### src/rtl/wb_32to8_bridge.sv
// -----------------------------------------------------------------------------
// wb_32to8_bridge
//
// Bridges the 32-bit classic Wishbone interconnect to an 8-bit register slave.
// Each upstream access is split into one downstream byte access per selected
// byte lane, issued in ascending lane order (lane 0 = lowest byte address).
// Read bytes are reassembled into dat_o. A downstream slave that never acks is
// reported upstream through a one-cycle err_o pulse after TIMEOUT wait clocks.
//
// Parameters
//   ADDR_W   downstream byte-address width; upstream word address is ADDR_W-2 bits
//   TIMEOUT  wait clocks allowed per byte before err_o; 0 disables the timeout
//
// Ports
//   clk, rst            clock, synchronous active-high reset
//   cyc_i, stb_i, we_i  upstream cycle / strobe / write enable
//   adr_i               upstream word address
//   sel_i               upstream byte-lane selects (lane k = bits 8k+7:8k)
//   dat_i / dat_o       upstream write data / assembled read data
//   ack_o, err_o        upstream acknowledge / timeout error (1-cycle pulses)
//   m_cyc_o, m_stb_o    downstream cycle / single-cycle strobe per byte
//   m_we_o              downstream write enable
//   m_adr_o, m_dat_o    downstream byte address / write data
//   m_dat_i, m_ack_i    downstream read data / acknowledge
//
// Handshake: a request is taken when cyc_i & stb_i are high in IDLE. The bridge
// answers with exactly one ack_o or err_o pulse (none if cyc_i was dropped
// mid-transfer). Downstream, each byte is one m_stb_o pulse inside m_cyc_o, and
// is complete on the first m_ack_i seen while that byte is outstanding.
// -----------------------------------------------------------------------------
module wb_32to8_bridge #(
    parameter int ADDR_W  = 6,
    parameter int TIMEOUT = 255
) (
    input  logic              clk,
    input  logic              rst,
    input  logic              cyc_i,
    input  logic              stb_i,
    input  logic              we_i,
    input  logic [ADDR_W-3:0] adr_i,
    input  logic [3:0]        sel_i,
    input  logic [31:0]       dat_i,
    output logic [31:0]       dat_o,
    output logic              ack_o,
    output logic              err_o,
    output logic              m_cyc_o,
    output logic              m_stb_o,
    output logic              m_we_o,
    output logic [ADDR_W-1:0] m_adr_o,
    output logic [7:0]        m_dat_o,
    input  logic [7:0]        m_dat_i,
    input  logic              m_ack_i
);

    localparam int               CNT_W  = (TIMEOUT < 2) ? 1 : $clog2(TIMEOUT + 1);
    localparam logic [CNT_W-1:0] TO_VAL = CNT_W'(TIMEOUT);

    typedef enum logic [1:0] {
        S_IDLE   = 2'd0,
        S_STROBE = 2'd1,
        S_WAIT   = 2'd2,
        S_RESP   = 2'd3
    } state_t;

    state_t            state_q;
    logic              we_q;
    logic [ADDR_W-3:0] adr_q;
    logic [31:0]       wdat_q;
    logic [3:0]        rem_q;     // lanes still to be issued
    logic [1:0]        lane_q;    // lane currently outstanding downstream
    logic [CNT_W-1:0]  cnt_q;     // wait clocks spent on the current byte
    logic              abort_q;   // upstream dropped cyc_i during this transfer

    logic [1:0]        req_lane_d;
    logic [1:0]        next_lane_d;
    logic [CNT_W-1:0]  cnt_d;
    logic              timeout_d;
    logic              abort_d;

    function automatic logic [1:0] low_lane(input logic [3:0] m);
        logic [1:0] l;
        l = 2'd0;
        for (int k = 3; k >= 0; k--) begin
            if (m[k]) l = 2'(k);
        end
        return l;
    endfunction

    always_comb begin
        req_lane_d  = low_lane(sel_i);
        next_lane_d = low_lane(rem_q);
        cnt_d       = cnt_q + CNT_W'(1);
        // Fires on the wait clock that brings the count up to TIMEOUT, so the
        // error response follows exactly TIMEOUT wait clocks without an ack.
        timeout_d   = (TIMEOUT != 0) && (cnt_d == TO_VAL);
        abort_d     = abort_q | ~cyc_i;
    end

    always_ff @(posedge clk) begin
        if (rst) begin
            state_q <= S_IDLE;
            we_q    <= 1'b0;
            adr_q   <= '0;
            wdat_q  <= '0;
            rem_q   <= '0;
            lane_q  <= '0;
            cnt_q   <= '0;
            abort_q <= 1'b0;
            dat_o   <= '0;
            ack_o   <= 1'b0;
            err_o   <= 1'b0;
            m_cyc_o <= 1'b0;
            m_stb_o <= 1'b0;
            m_we_o  <= 1'b0;
            m_adr_o <= '0;
            m_dat_o <= '0;
        end else begin
            ack_o   <= 1'b0;
            err_o   <= 1'b0;
            m_stb_o <= 1'b0;
            case (state_q)
                S_IDLE: begin
                    if (cyc_i && stb_i) begin
                        we_q    <= we_i;
                        adr_q   <= adr_i;
                        wdat_q  <= dat_i;
                        dat_o   <= '0;
                        abort_q <= 1'b0;
                        if (sel_i == 4'd0) begin
                            rem_q   <= '0;
                            ack_o   <= 1'b1;
                            state_q <= S_RESP;
                        end else begin
                            m_cyc_o <= 1'b1;
                            m_stb_o <= 1'b1;
                            m_we_o  <= we_i;
                            m_adr_o <= {adr_i, req_lane_d};
                            m_dat_o <= dat_i[8*req_lane_d +: 8];
                            lane_q  <= req_lane_d;
                            rem_q   <= sel_i & ~(4'b0001 << req_lane_d);
                            cnt_q   <= '0;
                            state_q <= S_STROBE;
                        end
                    end
                end

                S_STROBE, S_WAIT: begin
                    abort_q <= abort_d;
                    if (m_ack_i || (state_q == S_WAIT && timeout_d)) begin
                        if (m_ack_i && !we_q) begin
                            dat_o[8*lane_q +: 8] <= m_dat_i;
                        end
                        if (abort_d) begin
                            // Upstream gave up: finish silently, skip the rest.
                            m_cyc_o <= 1'b0;
                            state_q <= S_IDLE;
                        end else if (m_ack_i && rem_q != 4'd0) begin
                            m_stb_o <= 1'b1;
                            m_adr_o <= {adr_q, next_lane_d};
                            m_dat_o <= wdat_q[8*next_lane_d +: 8];
                            lane_q  <= next_lane_d;
                            rem_q   <= rem_q & ~(4'b0001 << next_lane_d);
                            cnt_q   <= '0;
                            state_q <= S_STROBE;
                        end else begin
                            // Either the last lane was acked or this byte timed
                            // out; a timeout abandons any remaining lanes.
                            m_cyc_o <= 1'b0;
                            ack_o   <= m_ack_i;
                            err_o   <= ~m_ack_i;
                            state_q <= S_RESP;
                        end
                    end else begin
                        if (state_q == S_WAIT) begin
                            cnt_q <= cnt_d;
                        end
                        state_q <= S_WAIT;
                    end
                end

                // One-cycle response slot; requests are not sampled here, so a
                // master still holding stb_i in its ack cycle is not re-run.
                S_RESP: state_q <= S_IDLE;

                default: state_q <= S_IDLE;
            endcase
        end
    end

endmodule

### config.mk
export PLATFORM = sky130hd
export DESIGN_NAME = wb_32to8_bridge
export DESIGN_NICKNAME = d
export VERILOG_FILES = /design/src/rtl/wb_32to8_bridge.sv
export SDC_FILE = /design/constraint.sdc
export NUM_CORES = 1
export LEC_CHECK = 0
export ABC_AREA = 0
export CAP_MARGIN = 20
export CORE_ASPECT_RATIO = 1.4
export CORE_MARGIN = 3
export CORE_UTILIZATION = 29
export CTS_CLUSTER_SIZE = 14
export DETAILED_ROUTE_END_ITERATION = 12
export SYNTH_ARGS = -nofsm -noshare
export SYNTH_HDL_FRONTEND = slang
export SYNTH_SLANG_ARGS = --single-unit
### constraint.sdc
create_clock -name clk -period 4.1 [get_ports clk]
set_clock_uncertainty 0.1 [all_clocks]
set_input_delay 0.41 -clock clk [delete_from_list [all_inputs] [get_ports clk]]
set_output_delay 0.41 -clock clk [all_outputs]
set_load 0.05 [all_outputs]
==> results.json, run 1 <==
{
  "crit_chain": "clkdlybuf4s50_1 > nor2_1 > a311oi_1 > o221ai_1 > a21oi_1 > or2_0 > a31oi_2",
  "drtIter0Drc": 210,
  "syn2layout_area_growth_pct": 29.9,
  "slew_viol_final": 0,
  "period_share": 0.704,
  "clock_latency_ns": 0.35,
  "grt_setup_unrepaired": "false",
  "start_util": 0.297,
  "core_region_area_um2": 16900,
  "routed_wl_mm": 15.4,
  "start_kind": "input port",
  "overflow": 0,
  "hold_start": "wdat_q[1]",
  "htreeDepth": 3,
  "holdPathEnd": "wdat_q[1]",
  "setup_tns_ns": 0,
  "rows": 56,
  "cts_sinks": 103,
  "numCtsBuffers": 9,
  "worst_pin_slew_ns": 0.795,
  "grt_pass1_wl_mm": 24.4,
  "cts_hold_buf": 0,
  "gp_congestion": 0.841,
  "clock_tree.buffer_depth": 2,
  "grt_pass1_vias": 4663,
  "cts_tree": "yes",
  "numPortBuffers": 104,
  "dpl.hpwl_mm": 11.3,
  "status": "finished clean",
  "finalWorstSetupSlack_ns": 1.22,
  "grtUsageTotal": 0.164,
  "vias": 4697,
  "drc_errors": 0,
  "leakagePower_nw": 2.24,
  "final_util": 0.385,
  "slew_headroom": 0.466,
  "ant_nets": 0,
  "drive_gt1_frac": 0.0815,
  "grt_max_degree": 59,
  "synth_edf_count": 0,
  "fmax_mhz": 347,
  "setup-violations-final": 0,
  "ys_seq_area_frac": 0.412,
  "drv_cap": 0,
  "finalNetCount": 772,
  "ioPinCount": 105,
  "required_ns": 4.21,
  "final_cell_mix": "nand2_1, dfxtp_1, clkdlybuf4s50_1, a21oi_1, nor2_1",
  "place_ws_ns": 0.926,
  "post_cts_resized": 0,
  "synthesis.nets": 686,
  "antennaDiodeCount": 0,
  "final_common_cell": "nand2_1",
  "die_w_um": 117,
  "reg2regPathDepth": 8,
  "crit_type": "input port to register",
  "fill_cells": 1750,
  "yosys_warnings": 0,
  "crit_fanout": 11,
  "postCtsSetupBuffers": 0,
  "wire_per_inst_um": 16.3,
  "ys_ff_latch": 103,
  "holdPathStages": 2,
  "dieArea_um2": 18900,
  "worstHoldPathType": "register to register",
  "power_density_nw_per_um2": 477,
  "finalCriticalPeriod_ns": 2.88,
  "synth.avg_cell_area_um2": 8.05,
  "yosysUniqueCellTypes": 54,
  "timing.rr.end": "cnt_q[5]",
  "die_h_um": 162,
  "ir_drop_uv": 183,
  "critPathMaxStageDelay_ns": 0.71,
  "dpl.cell_count": 929,
  "path_clk_slew_ns": 0.08,
  "rrSetupSlack_ns": 1.43,
  "ctsRootBufferMaster": "clkbuf_16",
  "total_power_w": 0.00310,
  "antenna_found_initial": 0,
  "r2r_start": "state_q[1]",
  "vias_per_cell": 4.98,
  "end_kind": "register",
  "fin_cells": 944,
  "synthCells": 622,
  "yosys_most_used_dff": "dfxtp_1",
  "synthArstFlopShare": 0,
  "critPathSlowestCell": "clkdlybuf4s50_1",
  "cp_data_arrival_time_ns": 3.00,
  "hold_violations": 0,
  "synth.cell_area_um2": 5010,
  "first_pass_iters": 5
}
==> logic make-up after synthesis <==
family	synth area share
flip-flops	0.412
AO/OA/AOI/OAI	0.270
multiplexers	0.0300
AND/OR/NAND/NOR	0.217
buffers and inverters	0.0465
adder cells (fa/ha/maj)	0.0250
==> cell usage after synthesis, drive strengths merged (4+ instances only) <==
master | instances | area share
o22ai | 7 | 0.0087
a31oi | 5 | 0.012
buf | 11 | 0.014
a21oi | 90 | 0.091
clkbuf | 26 | 0.019
mux2i | 15 | 0.030
ha | 10 | 0.025
and3 | 4 | 0.0050
o21ai | 35 | 0.036
inv | 17 | 0.013
a311oi | 7 | 0.020
a22oi | 18 | 0.027
a221o | 6 | 0.012
dfxtp | 103 | 0.41
nand3 | 23 | 0.023
nor2b | 5 | 0.0062
nor2 | 61 | 0.046
or2 | 4 | 0.0050
a32oi | 5 | 0.0087
nand2b | 6 | 0.0075
a211oi | 10 | 0.025
nor3 | 6 | 0.0070
nand2 | 111 | 0.083
and2 | 8 | 0.010
==> critical path: cells and delay by family <==
kind                   cells  cell delay (ns)
AO/OA/AOI/OAI              4             1.13
buffers and inverters      1             0.71
AND/OR/NAND/NOR            2             0.74
==> final cells by class <==
cell class	instances	area [um2]	area share
clock buffer	9	225	0.0346
clock inverter	6	51.3	0.00788
inverter	17	63.8	0.00980
multi-input combinational	465	2720	0.418
sequential	103	2060	0.317
tap	232	290	0.0446
timing repair buffer	112	1100	0.169
==> metrics by stage <==
step / hold slack (ns) / instance area (um2)
after global placement: 0.338 / 6230
after global routing: 0.371 / 6510
after CTS: 0.354 / 6510
final: 0.352 / 6510
after floorplan: 0.331 / 5010
after detailed placement: 0.343 / 6230
==> power breakdown <==
part	internal, W	switching [W]	total [W]
Sequential	0.00109	0.0000696	0.00116
Combinational	0.000378	0.000734	0.00111
Clock	0.000419	0.000412	0.000831
Total	0.00189	0.00122	0.00310
==> worst max-delay path by stage <==
stage,from,endpoint,slack (ns),cells past startpoint
floorplan,m_adr_o[0],dat_o[24],1.82,7
global placement,sel_i[3],cnt_q[2],0.99,7
detailed placement,sel_i[3],cnt_q[5],0.93,7
CTS,sel_i[3],cnt_q[5],1.27,7
global route,sel_i[3],cnt_q[5],0.97,7
finish,sel_i[3],cnt_q[5],1.22,7
==> flip-flops by register name (all words and copies together) (netlist names) <==
| name | cells |
|---|---|
| dat_o | 32 |
| wdat_q | 32 |
| cnt_q | 8 |
| m_dat_o | 8 |
| m_adr_o | 6 |
| adr_q | 4 |
| rem_q | 4 |
| state_q | 2 |
| abort_q | 1 |
| ack_o | 1 |
| err_o | 1 |
| m_cyc_o | 1 |
| m_stb_o | 1 |
| m_we_o | 1 |
| we_q | 1 |
==> metal layers <==
metal	wire, um	up-vias	global-route usage
met1	6270	2175	0.195
met3	878	31	0.0435
li1	-	2364	-
met2	7730	127	0.276
met5	0	-	0
met4	499	0	0.0673
(Power assumes the default switching activity.)
==> run 2, diff against run 1 <==
==> constraint.sdc (replaced) <==
create_clock -name clk -period 2.39 [get_ports clk]
set_clock_uncertainty 0.1 [all_clocks]
set_input_delay 0.239 -clock clk [delete_from_list [all_inputs] [get_ports clk]]
set_output_delay 0.239 -clock clk [all_outputs]
set_load 0.05 [all_outputs]
==> run 2 against run 1 <==
Sequential power increased by 71%. Sequential share of layout area decreased by 1.2 points. Critical path depth rose by 2. Global-route usage down 0.21 points. Power increased by 79%. Final cell count increased by 2.6%. Final area is 4.0% higher. Clock power rose by 83%. Non-clock buffer count rose by 24.
==> results.json, run 2 (same netlist as run 1, synthesis figures left out) <==
{
  "grt_pass1_wl_mm": 24.5,
  "reg2regPathDepth": 9,
  "finalCriticalPeriod_ns": 2.16,
  "critPathBufInv": 3,
  "drtIter0Drc": 200,
  "start_kind": "register",
  "start_util": 0.297,
  "ioPinCount": 105,
  "syn2layout_area_growth_pct": 35.1,
  "rows": 56,
  "fill_cells": 1747,
  "timing.rr.end": "cnt_q[2]",
  "numPortBuffers": 104,
  "end_kind": "register",
  "dieArea_um2": 18900,
  "cpLargestDelayFamily": "compound AO/OA/AOI/OAI gates",
  "gp_congestion": 0.814,
  "finalNetCount": 796,
  "crit_chain": "inv_1 > ha_2 > buf_4 > o21ai_2 > a211oi_2 > a21oi_1 > or2_0 > buf_4 > a31oi_2",
  "dpl.hpwl_mm": 10.9,
  "critPathMaxStageDelay_ns": 0.41,
  "setup_tns_ns": 0,
  "top_regs": "dat_o x32, wdat_q x32",
  "slew_viol_final": 0,
  "status": "finished clean",
  "required_ns": 2.56,
  "r2r_start": "state_q[1]",
  "wire_per_inst_um": 15.8,
  "clock_latency_ns": 0.34,
  "drive_gt1_frac": 0.115,
  "overflow": 0,
  "drc_errors": 0,
  "setup-violations-final": 0,
  "crit_type": "register to register",
  "numCtsBuffers": 9,
  "rrSetupSlack_ns": 0.23,
  "cp_data_arrival_time_ns": 2.33,
  "routed_wl_mm": 15.3,
  "critPathLaunch": "state_q[1]",
  "hold_violations": 0,
  "clock_tree.buffer_depth": 2,
  "grt_setup_unrepaired": "false",
  "antennaDiodeCount": 0,
  "worstHoldPathType": "input port to register",
  "final_util": 0.401,
  "whs_ns": 0.342,
  "leakagePower_nw": 2.38,
  "final_common_cell": "nand2_1",
  "power_density_nw_per_um2": 820,
  "cts_sinks": 103,
  "cts_hold_buf": 0,
  "post_cts_resized": 0,
  "path_clk_slew_ns": 0.08,
  "die_h_um": 162,
  "postCtsSetupBuffers": 0,
  "period_share": 0.903,
  "drv_cap": 0,
  "grtUsageTotal": 0.162,
  "cpMostUsedCell": "buf_4",
  "vias_per_cell": 4.93,
  "fmax_mhz": 463,
  "ctsRootBufferMaster": "clkbuf_16",
  "htreeDepth": 3,
  "ant_nets": 0,
  "cp.depth": 9,
  "antenna_found_initial": 0,
  "die_w_um": 117,
  "core_region_area_um2": 16900,
  "crit_fanout": 6,
  "critPathSlowestCell": "dfxtp_1",
  "grt_pass1_vias": 4699,
  "grt_max_degree": 59,
  "slew_headroom": 0.517,
  "worstSetupEndpoint": "cnt_q[2]",
  "worst_pin_slew_ns": 0.724,
  "cts_tree": "yes",
  "vias": 4781,
  "ir_drop_uv": 413,
  "first_pass_iters": 4,
  "final_cell_mix": "nand2_1, dfxtp_1, clkdlybuf4s50_1, a21oi_1, nor2_1"
}
[run 2: changes by cell type in the layout (fill, tap and decap cells not counted), moves of 2 or more]
| cell | delta |
|---|---|
| buf_12 | +3 |
| inv_6 | -4 |
| buf_4 | +21 |
| clkinv_4 | +2 |
[run 2: report_power, final]
part	total, W	switching, W	internal [W]
logic	0.00204	0.00129	0.000755
registers	0.00198	0.000109	0.00187
clock network	0.00152	0.000698	0.000826
[run 2: cell type report]
class | instances | area (um2) | area share
multi-input combinational | 465 | 2730 | 0.403
sequential | 103 | 2060 | 0.305
clock inverter | 7 | 82.6 | 0.0122
tap | 232 | 290 | 0.0429
timing repair buffer | 136 | 1320 | 0.195
clock buffer | 9 | 225 | 0.0333
inverter | 17 | 63.8 | 0.00943
[run 2: worst min-delay path by stage]
stage / slack (ns) / from / end / cells past startpoint
6_report: 0.34 / rst / dat_o[23] / 3
5_1_grt: 0.37 / rst / dat_o[21] / 3
2_1_floorplan: 0.22 / m_ack_i / err_o / 1
3_3_place_gp: 0.34 / wdat_q[2] / wdat_q[2] / 2
3_5_place_dp: 0.34 / wdat_q[31] / wdat_q[31] / 2
4_1_cts: 0.34 / rst / dat_o[23] / 3
[run 2: through the flow]
stage	total power (W)	std cells	cell area (um2)	setup WS (ns)
floorplan	0.00336	622	5010	0.111
global placement	0.00405	953	6450	0.0558
detailed placement	0.00406	953	6450	0.0565
CTS	0.00559	969	6760	0.156
global route	0.00586	969	6770	0.0475
finish	0.00555	969	6770	0.231
[run 2: tightest hold or removal path: stages]
cell and delay, ns:
buf_4 0.12, buf_4 0.25, nor2_1 0.13
[run 2: per-layer routing]
layer	part of all wire	wire, um	GRT usage
met1	0.43	6560	0.209
met2	0.49	7510	0.266
met3	0.067	1020	0.0427
met4	0.013	191	0.0407
met5	0	0	0
